[config.mk]
export PLATFORM = sky130hd
export DESIGN_NAME = sort_bitplane_buffer_flat
export DESIGN_NICKNAME = d
export VERILOG_FILES = /design/src/rtl/sort_bitplane_buffer_pkg.sv /design/src/rtl/sort_bitplane_buffer_if.sv /design/src/rtl/sort_bitplane_buffer_bitplane_mux.sv /design/src/rtl/sort_bitplane_buffer.sv /design/src/flat_wrapper.sv
export SDC_FILE = /design/constraint.sdc
export NUM_CORES = 1
export LEC_CHECK = 0
export CORE_ASPECT_RATIO = 1.2
export CORE_MARGIN = 2
export CORE_UTILIZATION = 65
export CTS_BUF_LIST = sky130_fd_sc_hd__clkbuf_8
export DETAILED_ROUTE_END_ITERATION = 12
export PLACE_DENSITY = 0.87
export SLEW_MARGIN = 20
export SYNTH_ARGS = -nofsm -noshare
export SYNTH_HDL_FRONTEND = slang
export SYNTH_SLANG_ARGS = --single-unit
[constraint.sdc]
create_clock -name clk -period 7.4 [get_ports clk]
set_input_delay 0.74 -clock clk [delete_from_list [all_inputs] [get_ports clk]]
set_output_delay 0.74 -clock clk [all_outputs]
set_load 0.1 [all_outputs]
[src/rtl/sort_bitplane_buffer_pkg.sv]
// Shared constants and state encoding for the sort bitplane buffer.
//   ELEMENT_NUM      : elements per batch (power of 2)
//   DATA_WIDTH       : bits per element
//   LOG2_ELEMENT_NUM : element index width
//   LOG2_DATA_WIDTH  : bit-column address width
//   state_t          : LOAD -> SORT -> DONE -> LOAD
package sort_bitplane_buffer_pkg;

  localparam int unsigned ELEMENT_NUM      = 16;
  localparam int unsigned DATA_WIDTH       = 8;
  localparam int unsigned LOG2_ELEMENT_NUM = 4;
  localparam int unsigned LOG2_DATA_WIDTH  = 3;

  typedef enum logic [1:0] {
    LOAD = 2'd0,
    SORT = 2'd1,
    DONE = 2'd2
  } state_t;

endpackage

[src/rtl/sort_bitplane_buffer_if.sv]
// Bus between the element buffer and its environment (loader + sorting engine).
//   Load side   : in_valid, in_data  -> buffer ; in_ready -> loader
//   Engine side : bit_addr, SM_valid, LE_Addr -> buffer ; flag, bit_data, eng_clr -> engine
//   Result side : out_valid, out_data, out_addr, done -> consumer
//   master : environment view (drives inputs, observes results)
//   slave  : buffer view
interface sort_bitplane_buffer_if;
  import sort_bitplane_buffer_pkg::*;

  logic                        in_valid;
  logic [DATA_WIDTH-1:0]       in_data;
  logic                        in_ready;
  logic                        flag;
  logic [LOG2_DATA_WIDTH-1:0]  bit_addr;
  logic [ELEMENT_NUM-1:0]      bit_data;
  logic                        SM_valid;
  logic [LOG2_ELEMENT_NUM-1:0] LE_Addr;
  logic                        out_valid;
  logic [DATA_WIDTH-1:0]       out_data;
  logic [LOG2_ELEMENT_NUM-1:0] out_addr;
  logic                        done;
  logic                        eng_clr;

  modport master (
    output in_valid, in_data, bit_addr, SM_valid, LE_Addr,
    input  in_ready, flag, bit_data, out_valid, out_data, out_addr, done, eng_clr
  );

  modport slave (
    input  in_valid, in_data, bit_addr, SM_valid, LE_Addr,
    output in_ready, flag, bit_data, out_valid, out_data, out_addr, done, eng_clr
  );

endinterface

[src/rtl/sort_bitplane_buffer_bitplane_mux.sv]
// Combinational bit-column selector.
//   i_mem_flat : all elements, element j at [j*DATA_WIDTH +: DATA_WIDTH]
//   i_bit_addr : selected bit column
//   o_bit_data : o_bit_data[j] = element j, bit i_bit_addr; zero when out of range
module bitplane_mux
  import sort_bitplane_buffer_pkg::*;
(
  input  logic [ELEMENT_NUM*DATA_WIDTH-1:0] i_mem_flat,
  input  logic [LOG2_DATA_WIDTH-1:0]        i_bit_addr,
  output logic [ELEMENT_NUM-1:0]            o_bit_data
);

  // Matching only in-range columns leaves out-of-range addresses at zero.
  always_comb begin
    o_bit_data = '0;
    for (int unsigned b = 0; b < DATA_WIDTH; b++) begin
      if (i_bit_addr == LOG2_DATA_WIDTH'(b)) begin
        for (int unsigned j = 0; j < ELEMENT_NUM; j++) begin
          o_bit_data[j] = i_mem_flat[j*DATA_WIDTH + b];
        end
      end
    end
  end

endmodule

[src/rtl/sort_bitplane_buffer.sv]
// Element store wrapped around the bit-serial sorting engine.
//   clk, rst : rising-edge clock, asynchronous active-high reset
//   bus      : slave side of sort_bitplane_buffer_if
// LOAD accepts ELEMENT_NUM words, SORT serves bit columns and returns the stored
// word for each engine index, DONE pulses done/eng_clr for one cycle.
module sort_bitplane_buffer
  import sort_bitplane_buffer_pkg::*;
(
  input  logic                 clk,
  input  logic                 rst,
  sort_bitplane_buffer_if.slave bus
);

  state_t                        r_state;
  state_t                        w_next_state;
  logic [DATA_WIDTH-1:0]         r_mem [ELEMENT_NUM];
  logic [LOG2_ELEMENT_NUM-1:0]   r_wr_cnt;
  logic [LOG2_ELEMENT_NUM:0]     r_rd_cnt;
  logic                          r_flag;
  logic                          r_in_ready;
  logic                          r_out_valid;
  logic [DATA_WIDTH-1:0]         r_out_data;
  logic [LOG2_ELEMENT_NUM-1:0]   r_out_addr;
  logic                          r_done;
  logic                          r_eng_clr;

  logic                          w_accept;
  logic                          w_emit;
  logic                          w_last_wr;
  logic                          w_last_rd;
  logic                          w_flag_d;
  logic                          w_in_ready_d;
  logic                          w_done_d;
  logic [ELEMENT_NUM*DATA_WIDTH-1:0] w_mem_flat;
  logic [ELEMENT_NUM-1:0]        w_bit_data;

  assign w_accept  = (r_state == LOAD) && bus.in_valid && r_in_ready;
  assign w_emit    = (r_state == SORT) && bus.SM_valid;
  assign w_last_wr = (r_wr_cnt == LOG2_ELEMENT_NUM'(ELEMENT_NUM - 1));
  assign w_last_rd = (r_rd_cnt == (LOG2_ELEMENT_NUM + 1)'(ELEMENT_NUM - 1));

  always_ff @(posedge clk or posedge rst) begin
    if (rst) begin
      r_state <= LOAD;
    end else begin
      r_state <= w_next_state;
    end
  end

  // Registered status outputs are loaded from the next state so they always
  // describe the state the FSM is currently in.
  always_comb begin
    w_next_state = r_state;
    unique case (r_state)
      LOAD:    if (w_accept && w_last_wr) w_next_state = SORT;
      SORT:    if (w_emit && w_last_rd)   w_next_state = DONE;
      DONE:    w_next_state = LOAD;
      default: w_next_state = LOAD;
    endcase
    w_flag_d     = (w_next_state != SORT);
    w_in_ready_d = (w_next_state == LOAD);
    w_done_d     = (w_next_state == DONE);
  end

  always_ff @(posedge clk or posedge rst) begin
    if (rst) begin
      for (int unsigned i = 0; i < ELEMENT_NUM; i++) begin
        r_mem[i] <= '0;
      end
      r_wr_cnt    <= '0;
      r_rd_cnt    <= '0;
      r_flag      <= 1'b1;
      r_in_ready  <= 1'b1;
      r_out_valid <= 1'b0;
      r_out_data  <= '0;
      r_out_addr  <= '0;
      r_done      <= 1'b0;
      r_eng_clr   <= 1'b0;
    end else begin
      if (w_accept) begin
        r_mem[r_wr_cnt] <= bus.in_data;
        r_wr_cnt        <= w_last_wr ? '0 : r_wr_cnt + 1'b1;
      end

      r_out_valid <= w_emit;
      if (w_emit) begin
        r_out_data <= r_mem[bus.LE_Addr];
        r_out_addr <= bus.LE_Addr;
        r_rd_cnt   <= r_rd_cnt + 1'b1;
      end
      if (r_state == DONE) begin
        r_rd_cnt <= '0;
      end

      r_flag     <= w_flag_d;
      r_in_ready <= w_in_ready_d;
      r_done     <= w_done_d;
      r_eng_clr  <= w_done_d;
    end
  end

  always_comb begin
    w_mem_flat = '0;
    for (int unsigned i = 0; i < ELEMENT_NUM; i++) begin
      w_mem_flat[i*DATA_WIDTH +: DATA_WIDTH] = r_mem[i];
    end
  end

  bitplane_mux u_bitplane_mux (
    .i_mem_flat (w_mem_flat),
    .i_bit_addr (bus.bit_addr),
    .o_bit_data (w_bit_data)
  );

  assign bus.bit_data  = w_bit_data;
  assign bus.flag      = r_flag;
  assign bus.in_ready  = r_in_ready;
  assign bus.out_valid = r_out_valid;
  assign bus.out_data  = r_out_data;
  assign bus.out_addr  = r_out_addr;
  assign bus.done      = r_done;
  assign bus.eng_clr   = r_eng_clr;

endmodule
[src/flat_wrapper.sv]
// flat-port wrapper written by rule: the top's interface ports become plain ports
module sort_bitplane_buffer_flat import sort_bitplane_buffer_pkg::*;
  (clk, rst, bus_in_valid, bus_in_data, bus_bit_addr, bus_SM_valid, bus_LE_Addr, bus_in_ready, bus_flag, bus_bit_data, bus_out_valid, bus_out_data, bus_out_addr, bus_done, bus_eng_clr);
  sort_bitplane_buffer_if bus_i ();
  input  logic clk;
  input  logic rst;
  input wire logic [$bits(bus_i.in_valid)-1:0] bus_in_valid;
  input wire logic [$bits(bus_i.in_data)-1:0] bus_in_data;
  input wire logic [$bits(bus_i.bit_addr)-1:0] bus_bit_addr;
  input wire logic [$bits(bus_i.SM_valid)-1:0] bus_SM_valid;
  input wire logic [$bits(bus_i.LE_Addr)-1:0] bus_LE_Addr;
  output wire logic [$bits(bus_i.in_ready)-1:0] bus_in_ready;
  output wire logic [$bits(bus_i.flag)-1:0] bus_flag;
  output wire logic [$bits(bus_i.bit_data)-1:0] bus_bit_data;
  output wire logic [$bits(bus_i.out_valid)-1:0] bus_out_valid;
  output wire logic [$bits(bus_i.out_data)-1:0] bus_out_data;
  output wire logic [$bits(bus_i.out_addr)-1:0] bus_out_addr;
  output wire logic [$bits(bus_i.done)-1:0] bus_done;
  output wire logic [$bits(bus_i.eng_clr)-1:0] bus_eng_clr;
  assign bus_i.in_valid = bus_in_valid;
  assign bus_i.in_data = bus_in_data;
  assign bus_i.bit_addr = bus_bit_addr;
  assign bus_i.SM_valid = bus_SM_valid;
  assign bus_i.LE_Addr = bus_LE_Addr;
  assign bus_in_ready = bus_i.in_ready;
  assign bus_flag = bus_i.flag;
  assign bus_bit_data = bus_i.bit_data;
  assign bus_out_valid = bus_i.out_valid;
  assign bus_out_data = bus_i.out_data;
  assign bus_out_addr = bus_i.out_addr;
  assign bus_done = bus_i.done;
  assign bus_eng_clr = bus_i.eng_clr;
  sort_bitplane_buffer u_core (.clk(clk), .rst(rst), .bus(bus_i));
endmodule
==> metrics, run 1 <==
most common cell after layout, fill and taps aside=dfrtp_1; Worst slew margin=approximately 30%; total track usage=roughly a third; Mapped Cells=between 600 and 700; Setup crit end kind=output port; CP cell instances=clkdlybuf4s50_1, nor2b_2, a221oi_1, a21oi_1, a2bb2oi_1, clkdlybuf4s50_1; Std-Cell Rows=44; Area Growth Syn to Fin=11.9%; Post-Syn Area=8200 um^2; Yosys warning total=0; static leakage=around 0.0041 uW; worst hold path type=reg -> reg; Crit Path Max Fanout=30; Starting Density=67.1%; status=finished, final reports clean; root buffer cell=clkbuf_8; Setup CP Type=in -> out; layout cells sized above 1=a little under a third; via count=5728; cell taking the most area after synthesis=dfrtp_1; minimum clock period=~5200 ps; DRC errors left=0; clock-pin slew on the worst setup and hold paths=80 ps; Placer Congestion=about 1; Max VDD drop=0.000332 V; Cell Count, Final, Fillers Out=844; Post CTS Setup Buffer Count=0; post-route ant nets=0; max-slew violations=0; post-DR vias/cell=6.79; initial DRC count=395; Reg area=3880 um^2; Req. time, crit path=between 6000 and 7000 ps; first-pass GRT wire length=33.9 mm; Antenna diodes=0; post-cts hold buffer count=0; die width=107 um; post-detail-place hpwl=14.1 mm; Setup TNS=0 ps; commonest non-fill, non-tap cells in the layout=153 x dfrtp_1, 133 x mux2_2, 65 x mux2i_1; Worst EP arrival=approximately 4500 ps; post-CTS resize count=0; largest cells by area after synthesis=dfrtp_1 47%, mux2_2 18%, mux4_2 8.0%; initial antenna violation count=0; core area=12200 um^2; TritonRoute pass-1 iters=4; GR Overflow Total=0; EDFF count, synth=0; DR WL/cell=24.9 um; ys flop type=dfrtp_1; Syn Area/Cell=12.8 um^2; syn_nets=666; PwrDens=424 nW/um^2; vias in the first global route=6077; area of the multi-input gates=a little over 4000 um^2; Least-Margin Pin Slew=between 1000 and 1500 ps; slowest cell on the critical path=clkdlybuf4s50_1; final WL=around 21 mm; CTS sink cnt=155; clock skew=17.5 ps; maximum number of pins on one net before global-route repair=86; TritonCTS clock tree=yes; critical path launch point type=primary input; H-tree depth=4; Filler cells=820; Worst Slack Setup Final=2150 ps; slowest stage delay, CP=between 1000 and 1500 ps; most frequent cell on the critical path=clkdlybuf4s50_1; die area=around 14000 um^2; count of final setup violators=0; post-synthesis cell type count=45; ys async rst share=between 90% and 100%; clk buf depth=2; io pins=52; Cell Count Post-Placement=812; Port Buffer Count=~50; Yosys top cell area share=46.7%; fmax=around 190 MHz; Die H=127 um; Synth Register Bits=roughly 160; worst-skew pair later-pin latency=460 ps; sequential area share after synthesis=47.3%; Final #Nets=695; max cap viols=0; Final period util=70.9%; Hold Vio Cnt, Final=0; unrepaired setup endpoints after global routing=false; total CTS buffers=17; dpl ws=about 1900 ps
Yosys cell counts (2+ instances only):
cell and n:
dfrtp_1 153, mux2_2 133, mux2i_1 65, nand2_1 48
o21ai_0 33, mux4_2 29, clkbuf_1 27, a22oi_1 15
buf_2 15, a21oi_1 13, o2bb2ai_1 13, nand3_1 11
mux2_1 10, inv_1 7, ha_1 6, nor2b_1 6
o221ai_1 6, and2_1 5, nor2_1 5, a2bb2oi_1 4
nand4_1 4, buf_4 3, nand2_4 3, a221oi_1 2
and2_0 2, and3_1 2, dfstp_2 2, nand2b_1 2
power by group:
part           total [uW]  switching [uW]  internal, uW
registers            1560             332          1230
logic                1660             975           682
clock network         668             328           340
total                3890            1640          2250
worst max-delay path, delay by kind of cell:
family | cells | cell delay, ps
buffers and inverters | 2 | 2310
AO/OA/AOI/OAI | 3 | 640
AND/OR/NAND/NOR | 1 | 800
worst paths after layout:
path                       slack, ps                            endpoint                                from  depth (start not counted)
min reg2reg                      480  u_core.bus.out_addr[1]$_DFFE_PP0P_  u_core.bus.out_addr[1]$_DFFE_PP0P_                          2
max in group asynchronous       5420        u_core.r_mem[68]$_DFFE_PP0P_                                 rst                          3
max reg2reg                     5060        u_core.r_mem[43]$_DFFE_PP0P_         u_core.r_state[1]$_DFF_PP0_                          4
min                              480  u_core.bus.out_addr[1]$_DFFE_PP0P_  u_core.bus.out_addr[1]$_DFFE_PP0P_                          2
max                             2150                     bus_bit_data[1]                     bus_bit_addr[1]                          6
min in group asynchronous        780       u_core.r_mem[111]$_DFFE_PP0P_                                 rst                          2
state kept, by name, indices dropped and copies added, names as in the netlist:
register and flops:
u_core.bus.out_data 8, u_core.bus.in_ready 1, u_core.bus.done 1, u_core.r_state 2, u_core.bus.out_addr 4, u_core.r_rd_cnt 5, u_core.r_wr_cnt 4, u_core.r_mem 128
u_core.bus.flag 1, u_core.bus.out_valid 1
kinds of logic after synthesis:
logic type | share of synthesized area, %
fa+ha+maj | 0.916
xor+xnor | 0.214
compound gates | 7.33
flops | 47.3
buf+inv | 2.88
simple gates | 5.78
mux | 35.5
per-layer routing:
layer	vias to the layer above	wire, um	share of wire [%]	global-route usage [%]
met5	-	0	0	0
met4	0	942	4.5	17.4
met3	68	1430	6.8	7.65
met2	261	10700	51	55.5
met1	2947	7960	38	41.3
li1	2452	-	-	-
area by class of cell:
class                   count  share of cell area (%)
multi-input cells         431                    44.5
repair buffers             56                    5.93
flip-flops and latches    155                    42.3
well taps                 161                    2.20
inverters                   9                   0.423
clock inverters            11                    1.47
clock buffers              21                    3.15
stage by stage:
stage,total power [uW],cell area [um^2],util [%],hold slack [ps]
finish,3890,9170,75.1,479
global placement,3120,8740,71.5,460
floorplan,2740,8200,-,466
CTS,3870,9170,75.0,482
detailed placement,3200,8740,71.5,463
global route,4060,9170,75.1,503
Note: power is estimated with default switching activity, not from simulation.
==> inputs of run 2 (changes only) <==
--- a/config.mk
+++ b/config.mk
@@ -7,10 +7,10 @@
 export LEC_CHECK = 0
 export CORE_ASPECT_RATIO = 1.2
 export CORE_MARGIN = 2
-export CORE_UTILIZATION = 65
+export CORE_UTILIZATION = 62
 export CTS_BUF_LIST = sky130_fd_sc_hd__clkbuf_8
 export DETAILED_ROUTE_END_ITERATION = 12
-export PLACE_DENSITY = 0.87
+export PLACE_DENSITY = 0.84
 export SLEW_MARGIN = 20
 export SYNTH_ARGS = -nofsm -noshare
 export SYNTH_HDL_FRONTEND = slang
==> constraint.sdc (replaced) <==
create_clock -name clk -period 4.9 [get_ports clk]
set_input_delay 0.49 -clock clk [delete_from_list [all_inputs] [get_ports clk]]
set_output_delay 0.49 -clock clk [all_outputs]
set_load 0.1 [all_outputs]
==> run 2 against run 1 <==
Compared with the run above: wire length shrank 1.7%; first-iteration DRC count up 11%; worst hold slack gained 6.0 ps; combinational power is 49% higher; cell count is 1.1% higher; critical path type unchanged; highest routed layer is now met5.
==> metrics, run 2 (synthesis results as in run 1) <==
Setup CP Type=in -> out; Worst slew margin=29.3%; via count=5766; Worst EP arrival=about 2900 ps; layout cells sized above 1=approximately 33%; GR Overflow Total=0; max cap viols=0; Area Growth Syn to Fin=11.8%; die width=109 um; Hold Vio Cnt, Final=0; Starting Density=62.8%; Std-Cell Rows=46; most frequent cell on the critical path=buf_4; PwrDens=644 nW/um^2; Least-Margin Pin Slew=1060 ps; Cell Count, Final, Fillers Out=roughly 850; max-slew violations=0; Cell Count Post-Placement=between 800 and 900; Port Buffer Count=51; CTS sink cnt=~160; die area=approximately 14000 um^2; Post CTS Setup Buffer Count=0; count of final setup violators=0; commonest non-fill, non-tap cells in the layout=153 x dfrtp_1, 133 x mux2_2, 65 x mux2i_1; slowest cell on the critical path=nor2b_2; DR WL/cell=24.2 um; worst-skew pair later-pin latency=460 ps; Antenna diodes=0; largest register by flop count=u_core.r_mem; Worst R2R Setup Slack=2630 ps; CP startpoint=bus_bit_addr[1]; Die H=roughly 130 um; Reg2Reg Depth=4; static leakage=0.00418 uW; Largest register FFs=128; minimum clock period=3400 ps; Setup TNS=0 ps; Comb power frac=between 40% and 50%; clock skew=11.2 ps; Switching Share=41.0%; initial antenna violation count=1; io pins=52; maximum number of pins on one net before global-route repair=93; Final #Nets=697; root buffer cell=clkbuf_8; min-delay src=u_core.bus.out_addr[1]$_DFFE_PP0P_; DRC errors left=0; post-cts hold buffer count=0; Max VDD drop=0.000482 V; total track usage=31.2%; Sequential Power Share=39.8%; FF-to-FF End=u_core.r_mem[8]$_DFFE_PP0P_; status=finished, final reports clean; r2r startpoint=u_core.r_state[1]$_DFF_PP0_; TritonCTS clock tree=yes; Crit Path Max Fanout=30; initial DRC count=between 400 and 500; Layout Utilization=70.2%; Min-Delay Path Depth=2; final WL=20.7 mm; critical path launch point type=primary input; fmax=295 MHz; Setup crit end kind=output port; total CTS buffers=17; Placer Congestion=0.917; post-DR vias/cell=6.76; vias in the first global route=5900; worst hold path type=reg -> reg; Req. time, crit path=~4400 ps; WP buf/inv=3; clock network power share=18.4%; core area=~13000 um^2; most common cell after layout, fill and taps aside=dfrtp_1; post-detail-place hpwl=14.2 mm; H-tree depth=4; post-route ant nets=0; TritonRoute pass-1 iters=7; first-pass GRT wire length=32.2 mm; clock-pin slew on the worst setup and hold paths=80 ps; unrepaired setup endpoints after global routing=false; Switching Power=2420 uW; clk buf depth=2; Worst Hold Path EP=u_core.bus.out_addr[1]$_DFFE_PP0P_; Final period util=between 60 and 70%; slowest stage delay, CP=680 ps; post-CTS resize count=0; Cell Int Power=3490 uW; crit-path leading delay family=buffers and inverters; CP cell instances=clkdlybuf4s50_1, buf_4, nor2b_2, a221oi_1, a21oi_1, a2bb2oi_1, buf_4; Fin Hold WS=485 ps
run 2: cell type report:
type,instances,area [um^2]
fill,908,3890
inverter,9,38.8
sequential,155,3880
timing repair buffer,58,505
clock inverter,14,203
clock buffer,18,248
multi-input combinational,431,4080
tap,168,210
run 2: worst register-to-register path, cell delays in order (launching register included):
cell	delay [ps]
dfrtp_1	480
and4bb_1	590
and2_0	310
nand2_1	370
mux2_2	400
run 2: power by group through the flow:
stage,Clock [uW],Sequential (uW),Combinational (uW)
floorplan,0,2540,1600
global placement,0,2300,2380
detailed placement,0,2350,2450
CTS,1090,2330,2470
global route,1150,2410,2600
finish,1090,2350,2470
run 2: worst max-delay path by stage:
| stage | end | cells past startpoint |
|---|---|---|
| 2_1_floorplan | u_core.bus.done$_DFF_PP0_ | 1 |
| 3_3_place_gp | bus_bit_data[5] | 7 |
| 3_5_place_dp | bus_bit_data[5] | 7 |
| 4_1_cts | bus_bit_data[5] | 7 |
| 5_1_grt | bus_bit_data[1] | 7 |
| 6_report | bus_bit_data[1] | 7 |
run 2: metal layers:
metal / global-route usage, % / part of all wire [%] / up-vias
li1: - / - / 2459
met1: 37.6 / 38 / 2969
met2: 51.6 / 50 / 265
met3: 8.19 / 6.6 / 71
met4: 16.0 / 4.4 / 2
met5: 0 / 0.068 / -
run 2: metrics by stage:
step                power, uW  setup WS (ps)  cell area, um^2
finish                   5910           1500             9170
global route             6160           1380             9170
CTS                      5890           1190             9170
detailed placement       4800           1210             8720
global placement         4680           1340             8730
floorplan                4130            235             8200
